`src/rtl/cbus_arbiter.sv`:
```
// -----------------------------------------------------------------------------
// cbus_arbiter
//   Arbitrates N_MASTER cache-bus masters (index 0 = ibus, index 1 = dbus) onto
//   one downstream cache-bus request. A grant is held for the whole transaction
//   (every burst beat). After the transaction the block re-arbitrates. Responses
//   are routed only to the granted master. There is no data buffering: while a
//   transaction is active, the request path is a pure grant mux.
//
//   Optional feature: define CBUS_ARB_ROUND_ROBIN_EN to select round-robin
//   arbitration. When it is not defined, arbitration uses fixed priority and
//   the highest index wins.
//
// Ports
//   clk, reset            clock, synchronous active-high reset
//   m_valid/m_is_write    per-master request valid / write flag
//   m_size/m_addr/m_len   per-master size, start address, burst length
//   m_strobe/m_wdata      per-master current-beat strobe and write data
//   m_ready/m_last        per-master beat handshake / final beat
//   m_rdata               per-master read data
//   s_*                   downstream request (valid, is_write, size, addr,
//                         strobe, wdata, len)
//   s_ready/s_last        downstream beat handshake / final beat
//   s_rdata               downstream read data
//   grant_idx             index of the current or most recent owner (debug)
// -----------------------------------------------------------------------------
module cbus_arbiter #(
  parameter int N_MASTER = 2,
  parameter int LEN_W    = 4,
  localparam int IDX_W   = (N_MASTER > 1) ? $clog2(N_MASTER) : 1
) (
  input  logic                      clk,
  input  logic                      reset,
  input  logic [N_MASTER-1:0]       m_valid,
  input  logic [N_MASTER-1:0]       m_is_write,
  input  logic [3*N_MASTER-1:0]     m_size,
  input  logic [32*N_MASTER-1:0]    m_addr,
  input  logic [4*N_MASTER-1:0]     m_strobe,
  input  logic [32*N_MASTER-1:0]    m_wdata,
  input  logic [LEN_W*N_MASTER-1:0] m_len,
  output logic [N_MASTER-1:0]       m_ready,
  output logic [N_MASTER-1:0]       m_last,
  output logic [32*N_MASTER-1:0]    m_rdata,
  output logic                      s_valid,
  output logic                      s_is_write,
  output logic [2:0]                s_size,
  output logic [31:0]               s_addr,
  output logic [3:0]                s_strobe,
  output logic [31:0]               s_wdata,
  output logic [LEN_W-1:0]          s_len,
  input  logic                      s_ready,
  input  logic                      s_last,
  input  logic [31:0]               s_rdata,
  output logic [IDX_W-1:0]          grant_idx
);

  typedef enum logic {IDLE = 1'b0, BUSY = 1'b1} state_t;

  state_t           state_q, state_d;
  logic [IDX_W-1:0] grant_q, grant_d;
  logic [IDX_W-1:0] winner;
  logic             busy;
  logic             owner_valid;
  logic             release_now;
  int               g_int;

  assign busy        = (state_q == BUSY);
  assign g_int       = int'(grant_q);
  assign owner_valid = m_valid[grant_q];
  // The transaction ends on the final handshake. It also ends when the owner
  // withdraws its request, because that aborts the transaction.
  assign release_now = busy && (!owner_valid || (s_ready && s_last));

`ifdef CBUS_ARB_ROUND_ROBIN_EN
  logic [IDX_W-1:0] last_grant_q, last_grant_d;
  int               rr_cand;

  // Search for the first requester strictly after the previous owner, with
  // wrap-around. The last step of the search (k == N_MASTER) re-checks the
  // previous owner, so a lone requester can always win again.
  always_comb begin
    winner  = '0;
    rr_cand = 0;
    for (int k = N_MASTER; k >= 1; k--) begin
      rr_cand = (int'(last_grant_q) + k) % N_MASTER;
      if (m_valid[rr_cand]) winner = IDX_W'(rr_cand);
    end
  end

  always_comb begin
    last_grant_d = release_now ? grant_q : last_grant_q;
  end

  always_ff @(posedge clk) begin
    if (reset) last_grant_q <= '0;
    else       last_grant_q <= last_grant_d;
  end
`else
  // Fixed priority: the highest requesting index wins.
  always_comb begin
    winner = '0;
    for (int i = 0; i < N_MASTER; i++) begin
      if (m_valid[i]) winner = IDX_W'(i);
    end
  end
`endif

  always_comb begin
    state_d = state_q;
    grant_d = grant_q;
    case (state_q)
      IDLE: begin
        if (|m_valid) begin
          state_d = BUSY;
          grant_d = winner;
        end
      end
      BUSY: begin
        if (release_now) state_d = IDLE;
      end
      default: state_d = IDLE;
    endcase
  end

  always_ff @(posedge clk) begin
    if (reset) begin
      state_q <= IDLE;
      grant_q <= '0;
    end else begin
      state_q <= state_d;
      grant_q <= grant_d;
    end
  end

  assign grant_idx = grant_q;

  // The request path is combinational from the owner, so wdata and strobe
  // follow each beat. s_valid drops in the same cycle that the owner withdraws.
  assign s_valid    = busy && owner_valid;
  assign s_is_write = busy ? m_is_write[grant_q] : 1'b0;
  assign s_size     = busy ? m_size[g_int*3 +: 3] : 3'd0;
  assign s_addr     = busy ? m_addr[g_int*32 +: 32] : 32'd0;
  assign s_strobe   = busy ? m_strobe[g_int*4 +: 4] : 4'd0;
  assign s_wdata    = busy ? m_wdata[g_int*32 +: 32] : 32'd0;
  assign s_len      = busy ? m_len[g_int*LEN_W +: LEN_W] : '0;

  // Only the owner sees the response. All other masters see zeros.
  for (genvar gi = 0; gi < N_MASTER; gi++) begin : g_resp
    logic sel;
    assign sel                   = busy && (grant_q == IDX_W'(gi));
    assign m_ready[gi]           = sel & s_ready;
    assign m_last[gi]            = sel & s_last;
    assign m_rdata[gi*32 +: 32]  = sel ? s_rdata : 32'd0;
  end

endmodule

```
`config.mk`:
```
export PLATFORM = sky130hd
export DESIGN_NAME = cbus_arbiter
export DESIGN_NICKNAME = d
export VERILOG_FILES = /design/src/rtl/cbus_arbiter.sv
export SDC_FILE = /design/constraint.sdc
export NUM_CORES = 1
export LEC_CHECK = 0
export CAP_MARGIN = 40
export CORE_AREA = 2 2 129 131
export DETAILED_ROUTE_END_ITERATION = 8
export DIE_AREA = 0 0 131 133
export PLACE_DENSITY_LB_ADDON = 0.12
export SLEW_MARGIN = 15
export SYNTH_ARGS = -nofsm -noshare
export SYNTH_HDL_FRONTEND = slang
export SYNTH_SLANG_ARGS = --single-unit
```
`constraint.sdc`:
```
create_clock -name clk -period 2.1 [get_ports clk]
set_input_delay 0.21 -clock clk [delete_from_list [all_inputs] [get_ports clk]]
set_output_delay 0.21 -clock clk [all_outputs]
set_load 0.05 [all_outputs]
```
Yosys cells after proc, flatten, opt, wreduce, memory -nomap -nowiden
Index checks and enable logic that the tools add are counted.
{"block": "word_totals", "reg_bits": 2, "latchBits": 0, "ram_bits": 0, "rom_bits": 0, "wordCells": 40, "mem_count": 0}
{"block": "classes", "add_sub_neg": 0, "n_mul": 1, "div": 0, "n_lt_le_gt_ge": 1, "eq_ne": 0, "n_shift": 5, "n_mux": 16, "bitwise": 6, "reduce_logical": 9}
{"cell": "32-bit 2-to-1 mux", "count": 4}
{"cell": "64-bit by 7-bit indexed part select with 32-bit output", "count": 2}
{"cell": "8-bit by 4-bit indexed part select with 4-bit output", "count": 2}
{"cell": "1-bit 2-to-1 mux", "count": 8}
{"cell": "4-bit 2-to-1 mux", "count": 2}
{"cell": "6-bit by 4-bit indexed part select with 3-bit output", "count": 1}
{"cell": "1-bit logical AND", "count": 5}
{"cell": "1-bit AND", "count": 4}
{"cell": "1-bit by 2-bit multiplier with 3-bit output, second input constant", "count": 1}
{"cell": "3-bit 2-to-1 mux", "count": 1}
{"cell": "1-bit by 2-bit less-than comparator with 1-bit output, second input constant", "count": 1}
{"cell": "1-bit NOT", "count": 2}
{"cell": "1-bit one-hot mux with 2 select lines", "count": 1}
{"cell": "2-bit AND reduction", "count": 1}
{"cell": "2-bit OR reduction", "count": 1}
{"cell": "1-bit logical NOT", "count": 1}
{"cell": "1-bit logical OR", "count": 1}

Longest topological paths before layout
Gate-level depths: netlist of the first run.
{"block": "logic_depth", "ltp_word": 7, "ltp_mapped": 5}

Worst setup path after synthesis of the first run
OpenSTA, ideal clock, no wires.
{"block": "synth_path", "path_kind": "flip-flop to output port", "startpoint": "reg grant_q (netlist: grant_idx)", "endpoint": "out s_len[0]", "arrival_time_ns": 1.935, "required_ns": 1.890, "slack_ns": -0.045, "stages_incl_launch_ff": 6, "n_path_buf": 3, "path_cell_list": "dfxtp_1 -> buf_4 -> buf_8 -> buf_12 -> mux2i_1 -> nor2b_1"}
{"block": "synth_between", "elab_chain_len": 2}
{"element": "start, declared", "line_no": "59", "source": "logic [IDX_W-1:0] grant_q, grant_d;"}
{"element": "start signal, assigned", "line_no": "130", "source": "grant_q <= grant_d;"}
{"element": "8-bit by 4-bit indexed part select with 4-bit output", "line_no": "144", "source": "assign s_len = busy ? m_len[g_int*LEN_W +: LEN_W] : '0;"}
{"element": "4-bit 2-to-1 mux", "line_no": "144"}
{"element": "end, declared", "line_no": "49", "source": "output logic [LEN_W-1:0] s_len,"}
No other way between the ends.

Worst setup path after layout of the first run
{"block": "layout_path", "startpoint": "reg grant_q (netlist: grant_idx)", "endpoint": "out s_addr[9]"}
{"block": "layout_between", "elab_chain_len": 2}
{"element": "64-bit by 7-bit indexed part select with 32-bit output", "line_no": "141", "source": "assign s_addr = busy ? m_addr[g_int*32 +: 32] : 32'd0;"}
{"element": "32-bit 2-to-1 mux", "line_no": "141"}
{"element": "end, declared", "line_no": "46", "source": "output logic [31:0] s_addr,"}
No other way between the ends.

==> results.py, run 1 <==
metrics = {
    "worst_setup_path": {
        "worst-path-buf-inv": 2,
        "critPathRequiredTime_ns": 1.89,
        "cp_max_fo": 69,
        "r2r_cells": 3,
        "cp_top_family": "buffers and inverters",
        "critical_path_class": "register to primary output",
        "path_cells": "buf_12 -> mux2i_1 -> nor2b_1 -> buf_12",
        "slowest_delay_ns": 0.38,
        "cp_slowest_cell": "dfxtp_4",
        "cpMostUsedCell": "buf_12",
        "crit_path_end_kind": "primary output",
        "critical_path_arrival_ns": 1.57,
        "start_kind": "register",
        "path_depth": 4,
    },
    "synthesis": {
        "yosysSeqAreaShare": 0.0202,
        "yosys.area.top_type": "mux2i_1",
        "yosysWarnings": 0,
        "async_reset_ff_frac": 0,
        "synth.avg_cell_area_um2": 7.55,
        "synth_edf_count": 0,
        "synth.distinct_cells": 21,
        "synth_area_mm2": 0.00198,
        "synth-seq-cells": 2,
        "synth_top_area_share": 0.390,
        "synth_nets": 452,
        "ys_top_cells_by_area": "mux2i_1 (39%), nor2b_1 (24%), and2_1 (11%), and3_1 (11%), buf_12 (3.0%)",
        "synth_flop_cell": "dfxtp_1",
        "syn_inst": 262,
        "ys_top_cells_by_count": "mux2i_1 (77), nor2b_1 (77), and2_1 (34), and3_1 (34), clkbuf_1 (13)",
    },
    "layout": {
        "diodes": 0,
        "layout.cells.non_filler": 797,
        "fillers": 1477,
        "area_growth_syn_to_layout_pct": 259,
        "stdcell_area_mm2": 0.00710,
        "final_nets": 768,
        "drive_gt1_frac": 0.322,
    },
    "placement": {
        "place_hpwl_um": 10500,
        "portBuffers": 335,
        "place.gp.congestion": 0.736,
        "post_dp_cell_area_mm2": 0.00702,
        "place_inst": 793,
    },
    "global_route": {
        "grt.total_usage": 0.130,
        "grt_max_degree": 82,
        "grt_pass1_vias": 3239,
        "antenna_found_initial": 0,
        "grt_pass1_wl_um": 17500,
        "overflow": 0,
    },
    "die": {
        "start_util": 0.122,
        "core_mm2": 0.0162,
        "ios": 336,
        "die_area_mm2": 0.0174,
        "die_w_um": 131,
        "die_h_um": 133,
        "rows": 47,
    },
    "sta": {
        "post-route-period-util": 0.846,
        "fmax_mhz": 563,
        "worst_pin_slew_ns": 0.578,
        "rsz0062_at_grt": "false",
        "hold_violations": 0,
        "drv_slew": 0,
        "slew_headroom": 0.614,
        "setup_viol": 0,
        "setup_tns_ns": 0,
        "finClkSkew_ns": 0.00226,
        "period_needed_ns": 1.78,
    },
    "pwr": {
        "p_sw_frac": 0.440,
        "p_leak_nw": 2.84,
        "p_int_mw": 1.48,
        "peakVddDrop_v": 0.000217,
        "p_comb_frac": 0.870,
        "power.share.sequential": 0.018,
        "powerDensity_mw_per_mm2": 373,
        "p_sw_mw": 1.16,
        "pwr-share-clk": 0.112,
    },
    "cts": {
        "post_cts_buffers": 0,
        "clkLatencyLatePin_ns": 0.22,
        "clock-sinks": 2,
        "cts_hold_buf": 0,
        "post_cts_resized": 0,
        "clockBufferDepth": 2,
        "cts_made_buffers": 3,
        "htree_levels": 1,
        "root_buffer": "clkbuf_16",
        "cts_tree": "built",
        "clkTransAtPathRegs_ns": 0.03,
    },
    "routing": {
        "vias_per_cell": 3.85,
        "drc": 0,
        "drt-total-wl_um": 12300,
        "first_iter_violations": 82,
        "drt_pass1_iterations": 4,
        "ant_nets": 0,
        "wl_per_cell_um": 15.4,
        "vias": 3069,
    },
    "status": {
        "outcome": "finished, final reports clean",
    },
    "worst_hold_path": {
        "hold_class": "primary input to register",
        "hold-path-cell-count": 2,
    },
    "flow_run": {
        "cap_viol_max_count": 0,
    },
}
## power groups by stage
stage / logic [mW] / clock network, mW / registers [mW]
final: 2.30 / 0.296 / 0.0483
after global routing: 2.40 / 0.306 / 0.0493
after CTS: 2.33 / 0.301 / 0.0484
after detailed placement: 2.32 / 0 / 0.0489
after global placement: 2.31 / 0 / 0.0483
after floorplan: 1.07 / 0 / 0.0509
## layer usage
metal / track usage / wire length [um] / part of all wire
met5: 0 / 0 / 0
met4: 0.0266 / 170 / 0.014
met3: 0.0518 / 1540 / 0.13
met2: 0.252 / 6640 / 0.54
met1: 0.126 / 3900 / 0.32
## state kept, by name, summed over array words and instances, names as in the netlist
signal and flops:
grant_idx 1, busy 1
## path summary, 6_finish.rpt
kind,from,endpoint,slack [ns]
setup / recovery,grant_idx,s_addr[9],0.32
hold / removal,reset,grant_idx,0.56
setup reg to reg,grant_idx,grant_idx,0.99
hold reg to reg,grant_idx,busy,0.81
## metrics by stage
stage / total power, mW / util / worst slack, ns / hold slack (ns)
after floorplan: 1.12 / - / 0.0382 / 0.279
after global placement: 2.35 / 0.434 / 0.591 / 0.795
after detailed placement: 2.37 / 0.434 / 0.555 / 0.789
after CTS: 2.68 / 0.439 / 0.313 / 0.559
after global routing: 2.75 / 0.439 / 0.252 / 0.622
final: 2.64 / 0.439 / 0.323 / 0.558
## layout make-up
class,count,area (um^2),area share
clock buffers,4,78.8,0.0111
repair buffers,339,4880,0.688
flip-flops and latches,2,45.0,0.00635
multi-input cells,231,1810,0.255
inverters,1,3.75,0.000529
well taps,220,275,0.0388
## kinds of logic after synthesis
logic type | count (synthesis) | share of synthesized area
and+or+nand+nor | 150 | 0.477
muxes | 77 | 0.390
buffers and inverters | 29 | 0.101
AOI/OAI and AO/OA | 4 | 0.0120
DFF | 2 | 0.0202
## layout by cell type (no fill, tap or decap), drive strengths merged
cell type      count
clkdlybuf4s50    189
buf              150
nor2b             78
mux2i             77
and3              34
and2              34
clkbuf             4
dfxtp              2
o21bai             1
nand2              1
nand3              1
nand3b             1
a31oi              1
nand2b             1
inv                1
o21ai              1
a21oi              1
Power figures use the tool's default switching activity.
==> run 2, diff against run 1 <==
Settings changed: CORE_AREA 2 2 129 131 to 2 2 131 133, DIE_AREA 0 0 131 133 to 0 0 133 135.
Clock period 2.1 ns to 1.9 ns, I/O delays scaled along.
==> results.py, run 2 (synthesized netlist as in run 1, its figures left out) <==
metrics = {
    "cts": {
        "clock-sinks": 2,
        "cts_hold_buf": 0,
        "cts_made_buffers": 3,
        "clockBufferDepth": 2,
        "cts_tree": "built",
        "clkTransAtPathRegs_ns": 0.03,
        "post_cts_buffers": 0,
        "clkLatencyLatePin_ns": 0.22,
        "htree_levels": 1,
        "root_buffer": "clkbuf_16",
        "post_cts_resized": 0,
    },
    "placement": {
        "place_inst": 801,
        "portBuffers": 335,
        "place_hpwl_um": 10800,
        "dp_slack_ns": 0.355,
        "place.gp.congestion": 0.808,
    },
    "worst_hold_path": {
        "hp-start": "reset",
        "min_to": "grant_idx",
        "hold_class": "primary input to register",
        "hold-path-cell-count": 2,
    },
    "routing": {
        "wl_per_cell_um": 15.3,
        "drt_pass1_iterations": 4,
        "vias_per_cell": 3.86,
        "ant_nets": 0,
        "vias": 3107,
        "drc": 0,
        "drt-total-wl_um": 12300,
        "first_iter_violations": 63,
    },
    "worst_setup_path": {
        "critical_path_class": "register to primary output",
        "r2r_cells": 3,
        "r2r_end": "busy",
        "reg2reg_from": "busy",
        "start_kind": "register",
        "critPathRequiredTime_ns": 1.71,
        "crit_path_end_kind": "primary output",
        "ff2ff_setup_slack_ns": 0.69,
        "critical_path_arrival_ns": 1.54,
        "cp_max_fo": 21,
    },
    "global_route": {
        "use_met3": 0.0432,
        "gr-max-usage-layer": "met2",
        "globalRouteMet2Util": 0.261,
        "overflow": 0,
        "grt.total_usage": 0.128,
        "grt_max_degree": 71,
        "grt.met1_usage": 0.121,
        "grt_pass1_vias": 3290,
        "grt_pass1_wl_um": 18100,
        "antenna_found_initial": 0,
    },
    "layout": {
        "layout_commonest_cell": "clkdlybuf4s50_1",
        "diodes": 0,
        "area_growth_syn_to_layout_pct": 268,
        "layout.cells.non_filler": 805,
        "register_area_um2": 45.0,
        "fillers": 1502,
        "mostFrequentLayoutCells": "clkdlybuf4s50_1 (189), buf_12 (149), mux2i_1 (77), nor2b_2 (77)",
        "multiInputGateArea_mm2": 0.00193,
        "drive_gt1_frac": 0.412,
        "final_nets": 776,
    },
    "sta": {
        "fmax_mhz": 578,
        "period_needed_ns": 1.73,
        "worst_pin_slew_ns": 0.551,
        "setup_viol": 0,
        "drv_slew": 0,
        "rsz0062_at_grt": "false",
        "holdWs_ns": 0.533,
        "finClkSkew_ns": 0.00322,
        "setup_slack_ns": 0.170,
        "hold_violations": 0,
        "slew_headroom": 0.632,
        "post-route-period-util": 0.911,
        "setup_tns_ns": 0,
    },
    "status": {
        "outcome": "finished, final reports clean",
    },
    "die": {
        "rows": 47,
        "die_w_um": 133,
        "die_h_um": 135,
        "start_util": 0.121,
        "die_area_mm2": 0.0180,
        "core_mm2": 0.0164,
        "ios": 336,
    },
    "pwr": {
        "p_leak_nw": 2.91,
        "p_sw_mw": 1.30,
        "powerDensity_mw_per_mm2": 410,
        "peakVddDrop_v": 0.000164,
        "power.share.sequential": 0.022,
        "p_comb_frac": 0.868,
        "p_int_mw": 1.68,
        "pwr-share-clk": 0.111,
        "p_sw_frac": 0.437,
    },
    "flow_run": {
        "cap_viol_max_count": 0,
    },
}
## run 2: cell count changes in the layout (fill, tap and decap cells not counted)
| cell | before | now |
|---|---|---|
| buf_4 | 1 | 9 |
| nor2b_1 | 47 | 0 |
| nor2b_2 | 30 | 77 |
## run 2: worst max-delay path by stage
stage	start	to	slack, ns	cells after the start
final	grant_idx	s_wdata[24]	0.17	4
after global routing	grant_idx	s_size[2]	0.07	4
after CTS	grant_idx	s_size[2]	0.11	4
after detailed placement	grant_idx	s_size[2]	0.36	4
after global placement	grant_idx	s_wdata[24]	0.40	4
after floorplan	grant_idx	s_len[0]	0.02	5
## run 2: area by class of cell
cell class / instances / area share
Timing Repair Buffer: 347 / 0.679
Multi-Input combinational cell: 231 / 0.265
Tap cell: 220 / 0.0378
Clock buffer: 4 / 0.0108
Sequential cell: 2 / 0.00619
Inverter: 1 / 0.000516
## run 2: power by group through the flow
stage	sequential (mW)	clock, mW	combinational [mW]
6_report	0.0652	0.330	2.59
2_1_floorplan	0.0563	0	1.22
3_5_place_dp	0.0677	0	2.62
3_3_place_gp	0.0661	0	2.60
4_1_cts	0.0676	0.335	2.62
5_1_grt	0.0681	0.339	2.70
## run 2: routing by layer
layer  vias up  wire length [um]
met1      1387              3850
li1       1526                 -
met3        10              1210
met5         -                 0
met2       184              7040
met4         0               191
## run 2: metrics by stage
step / cell area, um^2 / power, mW / utilization
floorplan: 2170 / 1.28 / -
global placement: 7200 / 2.67 / 0.439
detailed placement: 7200 / 2.69 / 0.439
CTS: 7280 / 3.03 / 0.443
global route: 7280 / 3.11 / 0.443
finish: 7280 / 2.98 / 0.443
## run 2: critical path, stage by stage, from the launching register on
cell and delay [ns]:
dfxtp_4 0.56, buf_4 0.27, mux2i_1 0.24, nor2b_2 0.08, buf_12 0.15
